File: config.mk
export PLATFORM = sky130hd
export DESIGN_NAME = fifo_uart_tx
export DESIGN_NICKNAME = d
export VERILOG_FILES = /design/src/rtl/uart_pkg.sv /design/src/rtl/baud_timer.sv /design/src/rtl/fifo_uart_tx.sv
export SDC_FILE = /design/constraint.sdc
export NUM_CORES = 1
export LEC_CHECK = 0
export ABC_CLOCK_PERIOD_IN_PS = 3400
export BUFFER_PORTS_ARGS = -buffer_cell sky130_fd_sc_hd__buf_4
export CORE_MARGIN = 10
export CORE_UTILIZATION = 35
export CTS_CLUSTER_SIZE = 14
export DETAILED_ROUTE_END_ITERATION = 8
export SLEW_MARGIN = 20
export SYNTH_ARGS = -nofsm -noshare
export SYNTH_HDL_FRONTEND = slang
export SYNTH_SLANG_ARGS = --single-unit
File: constraint.sdc
create_clock -name CLOCK_50 -period 3.4 [get_ports CLOCK_50]
set_clock_uncertainty 0.1 [all_clocks]
set_input_delay 0.34 -clock CLOCK_50 [delete_from_list [all_inputs] [get_ports CLOCK_50]]
set_output_delay 0.34 -clock CLOCK_50 [all_outputs]
set_load 0.02 [all_outputs]
File: src/rtl/uart_pkg.sv
// Shared types and helpers for the FIFO-drain UART transmitter.
package uart_pkg;

  // Transmit FSM states; PARITY is only visited when even parity is built in.
  typedef enum logic [2:0] {
    IDLE   = 3'd0,
    START  = 3'd1,
    DATA   = 3'd2,
    PARITY = 3'd3,
    STOP   = 3'd4
  } tx_state_t;

  // Level driven on the line between frames and during the stop bit.
  localparam logic UART_IDLE_LEVEL = 1'b1;

  // Clock cycles per bit time, truncating integer division.
  function automatic int clks_per_bit(input int clk_hz, input int baud);
    return clk_hz / baud;
  endfunction

endpackage

File: src/rtl/baud_timer.sv
// Bit-time counter: counts 0..CLKS_PER_BIT-1 and flags the last count.
// Held at zero while clear is high so every frame starts on a fresh bit time.
module baud_timer #(
  parameter int CLKS_PER_BIT = 434
) (
  input  logic CLOCK_50,
  input  logic reset,
  input  logic clear,
  output logic bitDone
);

  localparam int TW = (CLKS_PER_BIT > 1) ? $clog2(CLKS_PER_BIT) : 1;
  localparam logic [TW-1:0] LAST = TW'(CLKS_PER_BIT - 1);

  logic [TW-1:0] count;

  // Free-running modulo counter, wrapping on the last cycle of each bit.
  always_ff @(posedge CLOCK_50) begin
    if (reset || clear) begin
      count <= '0;
    end else if (count == LAST) begin
      count <= '0;
    end else begin
      count <= count + 1'b1;
    end
  end

  assign bitDone = (count == LAST);

endmodule

File: src/rtl/fifo_uart_tx.sv
// Self-draining UART transmitter for a show-ahead FIFO read port.
// Pops one word whenever the FIFO is non-empty and en is high, then sends it
// as start bit, DATA_W data bits LSB first, optional even parity, stop bit.
// Build option: define FIFO_UART_TX_PARITY_EN for 8E1 frames (default 8N1).
//
// FIFO handshake: read is a registered one-cycle pop strobe, raised only from
// IDLE and only after empty was sampled low; the head word is captured on the
// same edge that raises read, so later changes on dataIn/empty are ignored.
// tx is registered from the current state and so trails the state by a cycle:
// the start bit appears on the cycle after the pop cycle.
module fifo_uart_tx
  import uart_pkg::*;
#(
  parameter int CLK_HZ = 50_000_000,
  parameter int BAUD   = 115_200,
  parameter int DATA_W = 8
) (
  input  logic              CLOCK_50,
  input  logic              reset,
  input  logic              en,
  input  logic              empty,
  input  logic [DATA_W-1:0] dataIn,
  output logic              read,
  output logic              tx,
  output logic              busy,
  output logic [7:0]        sentCount,
  output tx_state_t         dbg_state
);

  localparam int CLKS_PER_BIT = clks_per_bit(CLK_HZ, BAUD);
  localparam int IW = (DATA_W > 1) ? $clog2(DATA_W) : 1;
  localparam logic [IW-1:0] LAST_BIT = IW'(DATA_W - 1);

  tx_state_t         state;
  logic [DATA_W-1:0] shreg;
  logic [IW-1:0]     bit_idx;
  logic              bit_done;
  logic              timer_clear;
`ifdef FIFO_UART_TX_PARITY_EN
  logic              par_bit;
`endif

  // Every non-IDLE state is left exactly on a bit boundary where the timer
  // wraps on its own, so holding it in IDLE restarts it on each state entry.
  assign timer_clear = (state == IDLE);
  assign dbg_state   = state;

  baud_timer #(
    .CLKS_PER_BIT(CLKS_PER_BIT)
  ) u_baud_timer (
    .CLOCK_50(CLOCK_50),
    .reset   (reset),
    .clear   (timer_clear),
    .bitDone (bit_done)
  );

  // Frame sequencer with registered pop strobe, line level, busy and counter.
  always_ff @(posedge CLOCK_50) begin
    if (reset) begin
      state     <= IDLE;
      shreg     <= '0;
      bit_idx   <= '0;
      read      <= 1'b0;
      busy      <= 1'b0;
      tx        <= UART_IDLE_LEVEL;
      sentCount <= 8'd0;
`ifdef FIFO_UART_TX_PARITY_EN
      par_bit   <= 1'b0;
`endif
    end else begin
      read <= 1'b0;
      case (state)
        IDLE: begin
          tx <= UART_IDLE_LEVEL;
          if (en && !empty) begin
            read    <= 1'b1;
            shreg   <= dataIn;
            bit_idx <= '0;
            busy    <= 1'b1;
            state   <= START;
`ifdef FIFO_UART_TX_PARITY_EN
            par_bit <= ^dataIn;
`endif
          end
        end
        START: begin
          tx <= 1'b0;
          if (bit_done) state <= DATA;
        end
        DATA: begin
          tx <= shreg[0];
          if (bit_done) begin
            shreg <= shreg >> 1;
            if (bit_idx == LAST_BIT) begin
`ifdef FIFO_UART_TX_PARITY_EN
              state <= PARITY;
`else
              state <= STOP;
`endif
            end else begin
              bit_idx <= bit_idx + 1'b1;
            end
          end
        end
`ifdef FIFO_UART_TX_PARITY_EN
        PARITY: begin
          tx <= par_bit;
          if (bit_done) state <= STOP;
        end
`endif
        STOP: begin
          tx <= UART_IDLE_LEVEL;
          if (bit_done) begin
            state     <= IDLE;
            busy      <= 1'b0;
            sentCount <= sentCount + 8'd1;
          end
        end
        default: begin
          tx    <= UART_IDLE_LEVEL;
          busy  <= 1'b0;
          state <= IDLE;
        end
      endcase
    end
  end

endmodule
==> metrics.log, run 1 <==
INFO  metric setup.worst_path.end_class = register
INFO  metric route.vias.total = 1262
INFO  metric reg2reg_depth = 4
INFO  metric postSynthAreaPerCell = 9.12 um2
INFO  metric internal-power = 0.000598 W
INFO  metric grt_max_degree = 27
INFO  metric chipHeight = 86.6 um
INFO  metric syn_area = 0.00155 mm2
INFO  metric min_delay_path_depth = 3
INFO  metric hold_path_end = shreg[7]
INFO  metric placement.cell_area = 0.00174 mm2
INFO  metric slew-limit-headroom = 0.678
INFO  metric peak_ir_drop_on_the_vdd_network = 0.211 mV
INFO  metric asyncSetResetFlopFracSynth = 0
INFO  metric timing.rr.start = dbg_state[1]
INFO  metric route.final.wire_length = 3180 um
INFO  metric antennaDiodeCount = 0
INFO  metric dr.pass1.iters = 4
INFO  metric remaining_drc_errors = 0
INFO  metric layoutNonFillerInstCount = 245
INFO  metric leakage_power = 0.718 nW
INFO  metric grt_setup_unrepaired = false
INFO  metric p_comb_frac = 0.067
INFO  metric vias_per_cell = 5.15
INFO  metric slew_viol_final = 0
INFO  metric die-area = 0.00749 mm2
INFO  metric mostFrequentLayoutCell = sky130_fd_sc_hd__dfxtp_1
INFO  metric number_of_synthesized_flops_with_an_enable_pin = 0
INFO  metric hold_path_startpoint = dataIn[7]
INFO  metric grt_antenna_before_repair = 0
INFO  metric max_cap_viol_count = 0
INFO  metric crit_path_start_kind = register
INFO  metric regToRegSetupSlack = 1.26 ns
INFO  metric cell_row_count = 24
INFO  metric place_worst_setup_slack = 1.29 ns
INFO  metric worst-endpoint-arrival = 2.26 ns
INFO  metric clock_power_share = 0.395
INFO  metric cts-hold-fix-buffers = 0
INFO  metric ys_ff_latch = 34
INFO  metric layout_cell_area_excl_fill = 0.00183 mm2
INFO  metric outcome = completed
INFO  metric nets = 209
INFO  metric switching_power = 0.000176 W
INFO  metric final_cell_mix = sky130_fd_sc_hd__dfxtp_1, sky130_fd_sc_hd__buf_4, sky130_fd_sc_hd__a21oi_1
INFO  metric timing_worst_setup_path_type = register to register
INFO  metric cts_resized = 0
INFO  metric synth_nets = 187
INFO  metric p_seq_frac = 0.538
INFO  metric hp-class = input port to register
INFO  metric yosys_warnings = 0
INFO  metric drive_gt1_frac = 0.228
INFO  metric place.gp.congestion = 0.715
INFO  metric cts_htree_levels = 2
INFO  metric placed_cells_incl_taps = 237
INFO  metric detailed_route_iter0_violations = 38
INFO  metric final_hold_violations = 0
INFO  metric ctsRootBufferMaster = sky130_fd_sc_hd__clkbuf_8
INFO  metric tritoncts_clock_tree = done
INFO  metric worst_path_maximum_fanout = 13
INFO  metric cts_max_path_buffers = 2
INFO  metric setup_tns = 0 ns
INFO  metric timing.final.crit_share = 0.629
INFO  metric grtUsageTotal = 0.0874
INFO  metric dp_hpwl = 2220 um
INFO  metric inserted_clock_buffers = 5
INFO  metric die_width = 86.6 um
INFO  metric ys_seq_area_frac = 0.439
INFO  metric flow.area_growth_from_synthesis = 18.3%
INFO  metric postSynthCellCount = 170
INFO  metric worst-endpoint-required = 3.52 ns
INFO  metric p_sw_frac = 0.227
INFO  metric io_pins = 26
INFO  metric core_area = 0.00432 mm2
INFO  metric worst_setup_margin = 1.26 ns
INFO  metric total_power = 0.000774 W
INFO  metric gr-total-overflow = 0
INFO  metric maxClockFrequency = 467 MHz
INFO  metric ant_nets = 0
INFO  metric first_global_vias = 1196
INFO  metric cts_setup_buffers = 0
INFO  metric ys.flop_type = sky130_fd_sc_hd__dfxtp_1
INFO  metric floorplan.initialDensity = 0.359
INFO  metric power_per_cell_area = 422 mW/mm2
INFO  metric final-setup-viol-count = 0
INFO  metric worst_r2r_endpoint = bit_idx[0]
INFO  metric wire_length_of_the_first_global_routing_pass = 5310 um
INFO  metric finalWorstPathRequiredPeriod = 2.14 ns
INFO  metric yosysUniqueCellTypes = 40
INFO  metric tightest_slew = 0.482 ns
INFO  metric total_clock_sinks = 34
INFO  metric clk_pin_slew = 0.07 ns
INFO  metric post_drt_wl_per_cell = 13.0 um
INFO  metric clkLatencyLatePin = 0.29 ns
INFO  metric placement.io_buffers = 25
## registers in the layout, summed over array words and instances, names as in the netlist
name,flops
u_baud_timer.count,9
sentCount,8
shreg,8
bit_idx,3
dbg_state,3
busy,1
read,1
tx,1
## critical path, cell delays in order (launching register included)
cell                      delay (ns)
sky130_fd_sc_hd__dfxtp_1        0.52
sky130_fd_sc_hd__nor3b_1        0.43
sky130_fd_sc_hd__nand3_1        0.44
sky130_fd_sc_hd__or3_1          0.44
sky130_fd_sc_hd__a21oi_1        0.14
## worst max path at each step
stage,cells after the start,slack [ns],startpoint,endpoint
2_1_floorplan,5,1.65,dbg_state[1],shreg[1]
3_3_place_gp,4,1.36,dbg_state[1],shreg[0]
3_5_place_dp,4,1.29,dbg_state[1],shreg[5]
4_1_cts,4,1.27,dbg_state[1],bit_idx[0]
5_1_grt,4,1.04,dbg_state[1],bit_idx[0]
6_report,4,1.26,dbg_state[1],bit_idx[0]
## cell type report
| class | count | area (um2) |
|---|---|---|
| flip-flops and latches | 34 | 681 |
| clock inverters | 1 | 5.00 |
| inverters | 11 | 41.3 |
| well taps | 52 | 65.1 |
| multi-input cells | 115 | 768 |
| fillers | 448 | 2490 |
| clock buffers | 7 | 86.3 |
| repair buffers | 25 | 188 |
## metal layers
layer,part of all wire,GRT usage,vias up
met2,0.44,0.136,22
met1,0.47,0.0953,581
met3,0.077,0.0516,4
li1,-,-,655
met5,0,0,-
met4,0.012,0.0353,0
## power by group through the flow
stage	clock, W	sequential, W	combinational (W)
detailed placement	0	0.000425	0.0000526
floorplan	0	0.000426	0.0000321
global route	0.000338	0.000418	0.0000580
CTS	0.000319	0.000416	0.0000532
global placement	0	0.000426	0.0000529
finish	0.000305	0.000416	0.0000519
## cells in the mapped netlist, types with 2 or more instances
cell type                  number  share of area
sky130_fd_sc_hd__a21oi_1       18          0.058
sky130_fd_sc_hd__and3_1         2         0.0081
sky130_fd_sc_hd__buf_2          2         0.0065
sky130_fd_sc_hd__buf_6          2          0.015
sky130_fd_sc_hd__clkbuf_1       4         0.0097
sky130_fd_sc_hd__dfxtp_1       34           0.44
sky130_fd_sc_hd__ha_1           5          0.040
sky130_fd_sc_hd__inv_1         11          0.027
sky130_fd_sc_hd__mux2i_1        2          0.013
sky130_fd_sc_hd__nand2_1        8          0.019
sky130_fd_sc_hd__nand3_1        7          0.023
sky130_fd_sc_hd__nand4_1        4          0.016
sky130_fd_sc_hd__nand4b_1       3          0.017
sky130_fd_sc_hd__nor2_1        16          0.039
sky130_fd_sc_hd__nor2b_1        2         0.0081
sky130_fd_sc_hd__nor3_1         3         0.0097
sky130_fd_sc_hd__o211ai_1       3          0.015
sky130_fd_sc_hd__o21ai_0        2         0.0065
sky130_fd_sc_hd__o221a_2        7          0.051
sky130_fd_sc_hd__o31ai_1        2         0.0097
sky130_fd_sc_hd__or3_1          5          0.020
sky130_fd_sc_hd__or4_1          2         0.0097
sky130_fd_sc_hd__xnor2_1        6          0.034
sky130_fd_sc_hd__xor2_1         4          0.023
## per-stage QoR
| stage | util | hold WS (ns) |
|---|---|---|
| after floorplan | - | 0.341 |
| after detailed placement | 0.403 | 0.368 |
| after global routing | 0.424 | 0.263 |
| final | 0.424 | 0.265 |
| after global placement | 0.403 | 0.364 |
| after CTS | 0.424 | 0.261 |
## kinds of logic (layout without fill, tap and decap cells)
logic type                 count (synthesis)  count (layout)  share of synthesized area
xor gates and xnor gates                  10              10                     0.0565
DFF                                       34              34                      0.439
muxes                                      2               2                     0.0129
AOI/OAI and AO/OA                         35              35                      0.155
and+or+nand+nor                           63              63                      0.231
buffers and inverters                     21              44                     0.0654
adders and majority gates                  5               5                     0.0404
Note: power is estimated with default switching activity, not from simulation.
==> run 2: changes to the inputs <==
--- a/config.mk
+++ b/config.mk
@@ -5,7 +5,7 @@
 export SDC_FILE = /design/constraint.sdc
 export NUM_CORES = 1
 export LEC_CHECK = 0
-export ABC_CLOCK_PERIOD_IN_PS = 3400
+export ABC_CLOCK_PERIOD_IN_PS = 1800
 export BUFFER_PORTS_ARGS = -buffer_cell sky130_fd_sc_hd__buf_4
 export CORE_MARGIN = 10
 export CORE_UTILIZATION = 35
==> constraint.sdc (replaced) <==
create_clock -name CLOCK_50 -period 1.8 [get_ports CLOCK_50]
set_clock_uncertainty 0.1 [all_clocks]
set_input_delay 0.18 -clock CLOCK_50 [delete_from_list [all_inputs] [get_ports CLOCK_50]]
set_output_delay 0.18 -clock CLOCK_50 [all_outputs]
set_load 0.02 [all_outputs]
==> metrics.log, run 2 (same netlist as run 1, synthesis figures left out) <==
INFO  metric outcome = completed
INFO  metric total_clock_sinks = 34 (unchanged)
INFO  metric largest-register = u_baud_timer.count
INFO  metric place_worst_setup_slack = 0.0123 ns (-1.27 ns)
INFO  metric placement.io_buffers = 25 (unchanged)
INFO  metric path_delay_family = simple AND/OR/NAND/NOR gates
INFO  metric flow.area_growth_from_synthesis = 28.5%
INFO  metric clkLatencyLatePin = 0.28 ns (about the same)
INFO  metric io_pins = 26 (unchanged)
INFO  metric slew-limit-headroom = 0.768 (+0.0906)
INFO  metric largest_registers = u_baud_timer.count (9), sentCount (8), shreg (8)
INFO  metric place.gp.congestion = 0.754 (+5.4%)
INFO  metric drive_gt1_frac = 0.322 (+0.0941)
INFO  metric p_seq_frac = 0.508 (-0.030)
INFO  metric p_sw_frac = 0.215 (-0.0121)
INFO  metric remaining_drc_errors = 0 (unchanged)
INFO  metric multi_input_area = 792 um2 (+3.1%)
INFO  metric grt_setup_unrepaired = true
INFO  metric grt_max_degree = 27 (unchanged)
INFO  metric reg2reg_depth = 6 (+2)
INFO  metric switching_power = 0.000333 W (+89%)
INFO  metric cts_max_path_buffers = 2 (unchanged)
INFO  metric die-area = 0.00749 mm2 (unchanged)
INFO  metric nFillCells = 441 (-1.6%)
INFO  metric final_hold_violations = 0 (unchanged)
INFO  metric finalWorstPathRequiredPeriod = 1.73 ns (-0.411 ns)
INFO  metric ctsRootBufferMaster = sky130_fd_sc_hd__clkbuf_8
INFO  metric crit_path_cell_trace = inv_2, ha_4, and4b_2, nand4_1, or4_1, a21oi_1
INFO  metric route.final.wire_length = 3470 um (+9.1%)
INFO  metric critical_path.slowest_cell = sky130_fd_sc_hd__or4_1
INFO  metric largest_register_ff_count = 9 (unchanged)
INFO  metric worst-endpoint-required = 1.92 ns (-1.60 ns)
INFO  metric slew_viol_final = 0 (unchanged)
INFO  metric route.vias.total = 1330 (+5.4%)
INFO  metric timing.final.crit_share = 0.960 (+0.331)
INFO  metric tritoncts_clock_tree = done
INFO  metric floorplan.initialDensity = 0.359 (unchanged)
INFO  metric timing.critical_path.depth = 6 (+2)
INFO  metric cts_setup_buffers = 0 (unchanged)
INFO  metric chipHeight = 86.6 um (unchanged)
INFO  metric ff_latch_area = 683 um2 (+0.37%)
INFO  metric dr.pass1.iters = 4 (unchanged)
INFO  metric first_global_vias = 1354 (+13%)
INFO  metric worst_setup_margin = 0.0715 ns (-1.19 ns)
INFO  metric post_drt_wl_per_cell = 13.3 um (+2.8%)
INFO  metric gr-total-overflow = 0 (unchanged)
INFO  metric final_cell_mix = sky130_fd_sc_hd__buf_4, sky130_fd_sc_hd__dfxtp_1, sky130_fd_sc_hd__a21oi_1
INFO  metric cts-hold-fix-buffers = 0 (unchanged)
INFO  metric worst-endpoint-arrival = 1.84 ns (-0.42 ns)
INFO  metric max_cap_viol_count = 0 (unchanged)
INFO  metric vias_per_cell = 5.12 (-0.69%)
INFO  metric grt_antenna_before_repair = 0 (unchanged)
INFO  metric timing.critical_path.buf_inv = 1 (+1)
INFO  metric timing_worst_setup_path_type = register to register
INFO  metric hp-class = input port to register
INFO  metric antennaDiodeCount = 0 (unchanged)
INFO  metric detailed_route_iter0_violations = 50 (+32%)
INFO  metric leakage_power = 0.807 nW (+12%)
INFO  metric maxClockFrequency = 579 MHz (+24%)
INFO  metric wire_length_of_the_first_global_routing_pass = 6030 um (+13%)
INFO  metric cts_htree_levels = 2 (unchanged)
INFO  metric worst_path_maximum_fanout = 4 (-9)
INFO  metric setup.worst_path.end_class = register
INFO  metric grtUsageTotal = 0.0967 (+0.00932)
INFO  metric core_area = 0.00432 mm2 (unchanged)
INFO  metric min_delay_path_depth = 3 (unchanged)
INFO  metric cell_row_count = 24 (unchanged)
INFO  metric p_comb_frac = 0.071 (+0.004)
INFO  metric tightest_slew = 0.345 ns (-0.137 ns)
INFO  metric final-setup-viol-count = 0 (unchanged)
INFO  metric dp_hpwl = 2510 um (+13%)
INFO  metric mostFrequentLayoutCell = sky130_fd_sc_hd__buf_4
INFO  metric inserted_clock_buffers = 5 (unchanged)
INFO  metric peak_ir_drop_on_the_vdd_network = 0.328 mV (+55%)
INFO  metric crit_path_start_kind = register
INFO  metric clock_power_share = 0.421 (+0.026)
INFO  metric nets = 224 (+7.2%)
INFO  metric die_width = 86.6 um (unchanged)
INFO  metric clk_pin_slew = 0.07 ns (about the same)
INFO  metric ant_nets = 0 (unchanged)
INFO  metric hold_ws = 0.0791 ns (-0.186 ns)
INFO  metric crit_path_max_cell_delay = 0.51 ns (about the same)
INFO  metric power_per_cell_area = 777 mW/mm2 (+84%)
INFO  metric internal-power = 0.00121 W (+100%)
run 2: power by group through the flow:
stage | registers [W] | logic [W] | clock network (W)
floorplan | 0.000805 | 0.0000606 | 0
global route | 0.000787 | 0.000123 | 0.000709
finish | 0.000786 | 0.000110 | 0.000651
global placement | 0.000801 | 0.000108 | 0
detailed placement | 0.000802 | 0.000109 | 0
CTS | 0.000785 | 0.000111 | 0.000680
run 2: layout make-up:
cell class | count | share of cell area
Sequential cell | 34 | 0.343
Timing Repair Buffer | 40 | 0.151
Inverter | 11 | 0.0207
Tap cell | 52 | 0.0327
Clock buffer | 8 | 0.0553
Multi-Input combinational cell | 115 | 0.398
run 2: per-layer routing:
metal	part of all wire	GRT usage
met5	0	0
met4	0.0078	0.0383
met3	0.053	0.0403
met2	0.48	0.159
met1	0.46	0.108
run 2: final timing paths:
kind	start	to	slack, ns
setup reg to reg	u_baud_timer.count[1]	sentCount[6]	0.07
hold reg to reg	shreg[7]	shreg[7]	0.38
hold / removal	dataIn[7]	shreg[7]	0.08
setup / recovery	u_baud_timer.count[1]	sentCount[6]	0.07
run 2: worst reg2reg max path, stage by stage (launching register included):
cell,delay (ns)
sky130_fd_sc_hd__dfxtp_2,0.33
sky130_fd_sc_hd__inv_2,0.06
sky130_fd_sc_hd__ha_4,0.11
sky130_fd_sc_hd__and4b_2,0.26
sky130_fd_sc_hd__nand4_1,0.17
sky130_fd_sc_hd__or4_1,0.52
sky130_fd_sc_hd__a21oi_1,0.12
run 2: timing repair:
item | 4_1_cts | 5_1_grt
setup endpoints to repair | 3 | 18
gates resized for setup | 1 | 8
pin swaps | 0 | 4
run 2: per-stage QoR:
step,cells,TNS [ns],util,instance area [um2],total power [W]
finish,260,0,0.461,1990,0.00155
global placement,252,0,0.429,1860,0.000910
floorplan,170,0,-,1550,0.000866
detailed placement,252,0,0.429,1860,0.000911
global route,260,-0.129,0.461,1990,0.00162
CTS,260,0,0.456,1970,0.00158
